File: src/rtl/mult_pkg.sv
// Shared types and helpers for the sequential shift-add multiplier.
package mult_pkg;

  typedef enum logic [1:0] {IDLE, BUSY, FIX, DONE} state_e;

  // Widest product overflowCheck can inspect; products are zero-extended to this width.
  localparam int MAX_PRODUCT_W = 256;

  // Width of the step counter, which counts down from n/k-1 to 0.
  function automatic int countWidth(input int n, input int k);
    return (n / k > 1) ? $clog2(n / k) : 1;
  endfunction

  // Unsigned: any of bits [2n-1:n] set. Signed: bits [2n-1:n-1] not all equal.
  function automatic logic overflowCheck(input logic [MAX_PRODUCT_W-1:0] prodIn,
                                         input int n, input logic isSigned);
    logic upperAny;
    logic signMismatch;
    upperAny     = 1'b0;
    signMismatch = 1'b0;
    for (int i = 0; i < MAX_PRODUCT_W; i++) begin
      if (i >= n && i < 2 * n && prodIn[i]) upperAny = 1'b1;
      if (i >= n - 1 && i < 2 * n && prodIn[i] != prodIn[2 * n - 1]) signMismatch = 1'b1;
    end
    return isSigned ? signMismatch : upperAny;
  endfunction

endpackage

File: src/rtl/mult_step_unit.sv
// One shift-add step: adds multiplicand x (K low multiplier bits) into the accumulator.
module mult_step_unit #(
  parameter int N = 32,
  parameter int K = 1
) (
  input  logic [2*N-1:0] multiplicand,
  input  logic [K-1:0]   mulBits,
  input  logic [2*N-1:0] acc,
  output logic [2*N-1:0] accNext
);

  logic [2*N-1:0] partial;

  always_comb begin
    partial = '0;
    for (int j = 0; j < K; j++) begin
      if (mulBits[j]) partial = partial + (multiplicand << j);
    end
    accNext = acc + partial;
  end

endmodule

File: src/rtl/sequential_multiplier_integrated.sv
// Multi-cycle signed/unsigned multiplier with valid/ready handshakes on both sides.
module sequential_multiplier_integrated
  import mult_pkg::*;
#(
  parameter int N              = 32,
  parameter int BITS_PER_CYCLE = 1
) (
  input  logic           clk,
  input  logic           resetN,
  input  logic           clear,
  input  logic           inValid,
  output logic           inReady,
  input  logic [N-1:0]   a,
  input  logic [N-1:0]   b,
  input  logic           signedMode,
  output logic           outValid,
  input  logic           outReady,
  output logic [2*N-1:0] product,
  output logic           overflow
);

  localparam int K     = BITS_PER_CYCLE;
  localparam int STEPS = N / K;
  localparam int CW    = countWidth(N, K);
  localparam logic [CW-1:0] CNT_LOAD = CW'(STEPS - 1);

  if (N < 2 || K < 1 || (N % K) != 0 || 2 * N > MAX_PRODUCT_W) begin : gBadParams
    $error("sequential_multiplier_integrated: BITS_PER_CYCLE must divide N, N >= 2");
  end

  state_e         state, nextState;
  logic           armed;
  logic [CW-1:0]  count;
  logic [2*N-1:0] mcand, acc, accNext, prodFix;
  logic [N-1:0]   mplier;
  logic           negate, signedQ, accept, ovfFix;
  logic           aNeg, bNeg;
  logic [N:0]     aExt, bExt, magA, magB;

  // inReady stays low until the first edge after reset release.
  assign inReady = armed && (state == IDLE);
  assign accept  = inValid && inReady && !clear;

  always_comb begin
    aNeg = signedMode & a[N-1];
    bNeg = signedMode & b[N-1];
    aExt = {aNeg, a};
    bExt = {bNeg, b};
    magA = aNeg ? -aExt : aExt;
    magB = bNeg ? -bExt : bExt;
  end

  always_comb begin
    nextState = state;
    case (state)
      IDLE: if (accept) nextState = BUSY;
      BUSY: if (count == '0) nextState = FIX;
      FIX:  nextState = DONE;
      DONE: if (outReady) nextState = IDLE;
      default: nextState = IDLE;
    endcase
    if (clear) nextState = IDLE;
  end

  always_ff @(posedge clk or negedge resetN) begin
    if (!resetN) begin
      state <= IDLE;
      armed <= 1'b0;
      count <= '0;
    end else begin
      state <= nextState;
      armed <= 1'b1;
      if (accept) count <= CNT_LOAD;
      else if (state == BUSY) count <= count - 1'b1;
    end
  end

  mult_step_unit #(.N(N), .K(K)) uStep (
    .multiplicand (mcand),
    .mulBits      (mplier[K-1:0]),
    .acc          (acc),
    .accNext      (accNext)
  );

  // Operand and accumulator registers are pure datapath and need no reset.
  always_ff @(posedge clk) begin
    if (accept) begin
      mcand   <= {{(N-1){1'b0}}, magA};
      mplier  <= magB[N-1:0];
      acc     <= '0;
      negate  <= aNeg ^ bNeg;
      signedQ <= signedMode;
    end else if (state == BUSY) begin
      acc    <= accNext;
      mcand  <= mcand << K;
      mplier <= mplier >> K;
    end
  end

  // The wide negate lives only in FIX, off the per-step add path.
  assign prodFix = negate ? -acc : acc;
  assign ovfFix  = overflowCheck(MAX_PRODUCT_W'(prodFix), N, signedQ);

  always_ff @(posedge clk or negedge resetN) begin
    if (!resetN) begin
      product  <= '0;
      overflow <= 1'b0;
      outValid <= 1'b0;
    end else if (clear) begin
      product  <= '0;
      overflow <= 1'b0;
      outValid <= 1'b0;
    end else if (state == FIX) begin
      product  <= prodFix;
      overflow <= ovfFix;
      outValid <= 1'b1;
    end else if (state == DONE && outReady) begin
      outValid <= 1'b0;
    end
  end

endmodule

File: config.mk
export PLATFORM = sky130hd
export DESIGN_NAME = sequential_multiplier_integrated
export DESIGN_NICKNAME = d
export VERILOG_FILES = /design/src/rtl/mult_pkg.sv /design/src/rtl/mult_step_unit.sv /design/src/rtl/sequential_multiplier_integrated.sv
export SDC_FILE = /design/constraint.sdc
export NUM_CORES = 1
export LEC_CHECK = 0
export ABC_AREA = 1
export CORE_ASPECT_RATIO = 1.2
export CORE_MARGIN = 4
export CORE_UTILIZATION = 60
export CTS_BUF_LIST = sky130_fd_sc_hd__clkbuf_4
export CTS_CLUSTER_DIAMETER = 50
export CTS_CLUSTER_SIZE = 24
export DETAILED_ROUTE_END_ITERATION = 12
export PLACE_DENSITY = 0.86
export SYNTH_ARGS = -nofsm -noshare
export SYNTH_HDL_FRONTEND = slang
export SYNTH_SLANG_ARGS = --single-unit
export TNS_END_PERCENT = 30
File: constraint.sdc
create_clock -name clk -period 4.2 [get_ports clk]
set_clock_uncertainty 0.1 [all_clocks]
set_input_delay 0.84 -clock clk [delete_from_list [all_inputs] [get_ports clk]]
set_output_delay 0.84 -clock clk [all_outputs]
set_load 0.005 [all_outputs]
==> results summary <==
The wire length of the first global-routing pass came out at 95.5 mm. Entering global routing, the biggest net connects 84 pins. The remaining max-slew budget at the tightest pin is 0.290.

The count of flip-flops with a built-in enable after synthesis came out at 67. The top-level I/O count came out at 137. The multi-input combinational cells in the finished layout cover a total of 10500 um^2. The initial antenna violation count came to 2.

The residual overflow from global routing came out at 0. The number of warning messages in the yosys log came out at 0. The number of post-CTS setup repair buffers came out at 0. The number of nets in the layout is 3049. The number of CTS-inserted buffers came out at 23. The worst path arrival time came out at 4010 ps. The final routed DRC violation total came out at 0. The length of the first detailed-routing pass in iterations came out at 8.

The core outline area came out at 29700 um^2. The instance count of the mapped netlist came out at 2810. The total cell area at the placement stage came out at 19800 um^2.

The die is 198 um tall. The transition time at the pin with the least slew margin came out at 1060 ps. The maximum achievable frequency is 292 MHz. The total of hold buffers inserted after clock tree synthesis came out at 0.

The cell area that synthesis handed to floorplanning was 18100 um^2. The post-route setup TNS is 0 ps. The clock share of power came out at 0.098. The sequential-to-total area share from yosys stat is 0.319. The final-report setup violation count is 0. The post-synthesis async set-or-reset flop share is 0.314. The startpoint class of the critical path is a register. In this run the horizontal extent of the chip is 166 um. For this configuration, the core starts out at a cell density of 0.609. The number of buffers on the longest clock path is 3. The kind of critical path is reg2reg.

In the finished design, the share of the clock period the worst path needs comes to 0.816. The post-layout minimum cycle time is 3430 ps. The leakage power figure is 9.44 nW. The number of vias per cell after detailed routing is 5.73.

The run finished with clean final reports. The number of global-route vias before repair is 18200. The total wirelength of the detailed-routed design is 60.9 mm.

Internal power comes to 6.45 mW. Compared with the post-synthesis result, the final layout area differs by 11.6%. The switching portion of total power came out at 0.526. The hold violation count in the final report is 0. The most used flip-flop cell after synthesis is dfxtp_1. For this design the ratio of total power to cell area is 674 nW/um^2.

Counting flops and latches in the post-synthesis netlist gives 236. The sequential fraction of design power is 0.324. The top fanout value on the critical path is 8. The net count after synthesis came out at 2953. The detailed router's first-iteration violation count came out at 1824. The final instance area is 20200 um^2. After floorplanning, the core was divided into 69 placement rows. The average wire per cell in the routed design is 18.4 um. IR analysis of the VDD net gives a maximum drop of 0.516 mV.

In this run the worst hold path is classified as in2async. At the later pin of the worst-skew pair, clock insertion delay measures 810 ps. The reported max-cap violation count is 0. The sort of element at the end of the critical path is a register.

The full die area is 33000 um^2. The cell sitting at the root of the clock tree is a clkbuf_4. The distinct cell type count of the synthesized netlist came out at 59.

In the global route stage, overall resource usage came out at 0.362. The average cell area after synthesis came out at 6.43 um^2. In the final layout, the share of cells above drive strength 1 is 0.0417. The clock drives 236 sinks. The number of I/O port buffers is 136. Once detail routing completed, the nets flagged for antenna violations numbered 0. The final-report max-slew violation count was 0. The sequential cell area came out at 5770 um^2. The count of fill cells added during filler insertion came out at 2622. Setup repair after global routing left no endpoint under its margin. After clock tree synthesis, the clock-pin slew on the worst setup and hold paths is 160 ps. The last weighted congestion value of the routability-driven placer is 1.15.

The power dissipated by switching net loads came out at 7.14 mW. The CTS tree is yes. The required time at the worst-slack endpoint came out at 4780 ps. The number of gates given a new drive strength after cts came out at 0. The share of total power dissipated in combinational logic is 0.578. The deepest level of the CTS H-tree is 1. The routed layout has 19000 vias. The placed wire-length estimate is 49.2 mm.
-- routing by layer --
metal,GRT usage,wire (um),vias to the layer above
li1,-,-,9266
met1,0.448,23600,8529
met2,0.624,28300,992
met3,0.0397,5090,221
met4,0.192,3800,0
met5,0,0,-
-- layout make-up --
class | count | area share
clock buffers | 26 | 0.00968
flip-flops and latches | 236 | 0.286
repair buffers | 153 | 0.0755
multi-input cells | 2098 | 0.522
clock inverters | 16 | 0.00868
diodes | 2 | 0.000248
inverters | 394 | 0.0734
well taps | 390 | 0.0242
-- power by group through the flow --
stage          clock network, mW  registers, mW  logic (mW)
2_1_floorplan                  0           4.02        5.37
3_3_place_gp                   0           4.35        7.41
3_5_place_dp                   0           4.40        7.64
4_1_cts                     1.34           4.35        7.68
5_1_grt                     1.44           4.49        8.74
6_report                    1.33           4.40        7.85
-- synth_stat cells, types with 6 or more instances --
library cell | instances | area, um^2
dfrtp_1 | 74 | 1850
xor2_1 | 76 | 666
a32o_1 | 10 | 100
xnor2_1 | 34 | 298
a31oi_1 | 20 | 125
nand2_2 | 7 | 43.8
inv_2 | 6 | 22.5
buf_1 | 11 | 41.3
nand4_1 | 24 | 150
o21ai_1 | 13 | 65.1
inv_1 | 385 | 1450
nor4_1 | 9 | 56.3
nand2_1 | 763 | 2860
nor2_1 | 366 | 1370
ha_1 | 72 | 901
nor2_2 | 11 | 68.8
nand3_1 | 134 | 671
a21o_1 | 7 | 52.6
nor3_1 | 24 | 120
a21oi_1 | 200 | 1000
clkbuf_1 | 65 | 244
a21oi_2 | 6 | 52.6
edfxtp_1 | 67 | 2010
o21ai_0 | 247 | 1240
o21a_1 | 9 | 67.6
dfxtp_1 | 95 | 1900
-- cells in the final DEF (no fill, tap or decap), types with 8 or more instances in the layout --
cell type	n
nor2_1	365
o21ai_1	13
buf_4	15
clkdlybuf4s50_1	135
a32o_1	10
edfxtp_1	67
nor2_2	11
nand2_2	8
dfrtp_1	74
xor2_1	76
nand2_1	762
clkbuf_4	26
inv_1	384
nand4_1	24
xnor2_1	34
dfxtp_1	95
nor3_1	24
ha_1	71
o21a_1	9
a21oi_1	200
nand3_1	133
nor4_1	9
a31oi_1	20
o21ai_0	247
-- per-stage QoR --
| stage | cells | total power, mW | util | worst slack (ps) | hold WS [ps] |
|---|---|---|---|---|---|
| global route | 3314 | 14.7 | 0.679 | 586 | 149 |
| CTS | 3313 | 13.4 | 0.679 | 877 | 74.9 |
| global placement | 3271 | 11.8 | 0.667 | 825 | 354 |
| detailed placement | 3271 | 12.0 | 0.667 | 624 | 370 |
| finish | 3315 | 13.6 | 0.679 | 771 | 77.6 |
| floorplan | 2810 | 9.39 | - | 778 | 341 |
-- critical path, stage by stage, from the launching register on --
cell and delay (ps):
edfxtp_1 540, nand2_1 90, inv_1 70, ha_1 160
inv_1 60, fa_1 400, inv_1 80, nand3_1 60
nand2_1 130, nand2_1 80, nand2_1 180, a21boi_1 150
o21ai_0 540, nand4_1 270, nand2_1 180, nor2_1 50
o21ai_0 150, inv_1 60
-- flip-flops by register name (all words and copies together) (netlist names) --
name,count
count,5
state,2
acc,64
armed,1
product,64
mcand,64
overflow,1
outValid,1
mplier,32
signedQ,1
negate,1
-- logic make-up (layout without fill, tap and decap cells) --
kind of cell	after synthesis	in the layout	synth area share
AND/OR/NAND/NOR	1368	1368	0.312
AO/OA/AOI/OAI	546	546	0.165
buffers and inverters	476	589	0.0996
flip-flops	236	236	0.319
XOR/XNOR	110	110	0.0533
adder cells (fa/ha/maj)	73	73	0.0509
other	1	3	0.000207
-- final timing paths --
path                       startpoint  depth (start not counted)     endpoint  slack [ps]
setup / recovery            mplier[0]                         17      acc[60]         770
hold / removal                 resetN                          1   product[2]          80
setup reg to reg            mplier[0]                         17      acc[60]         770
hold reg to reg             mcand[35]                          2    mcand[36]         360
max in group asynchronous      resetN                          1  product[38]        3320
min in group clk            mcand[35]                          2    mcand[36]         360
Power figures use the tool's default switching activity.
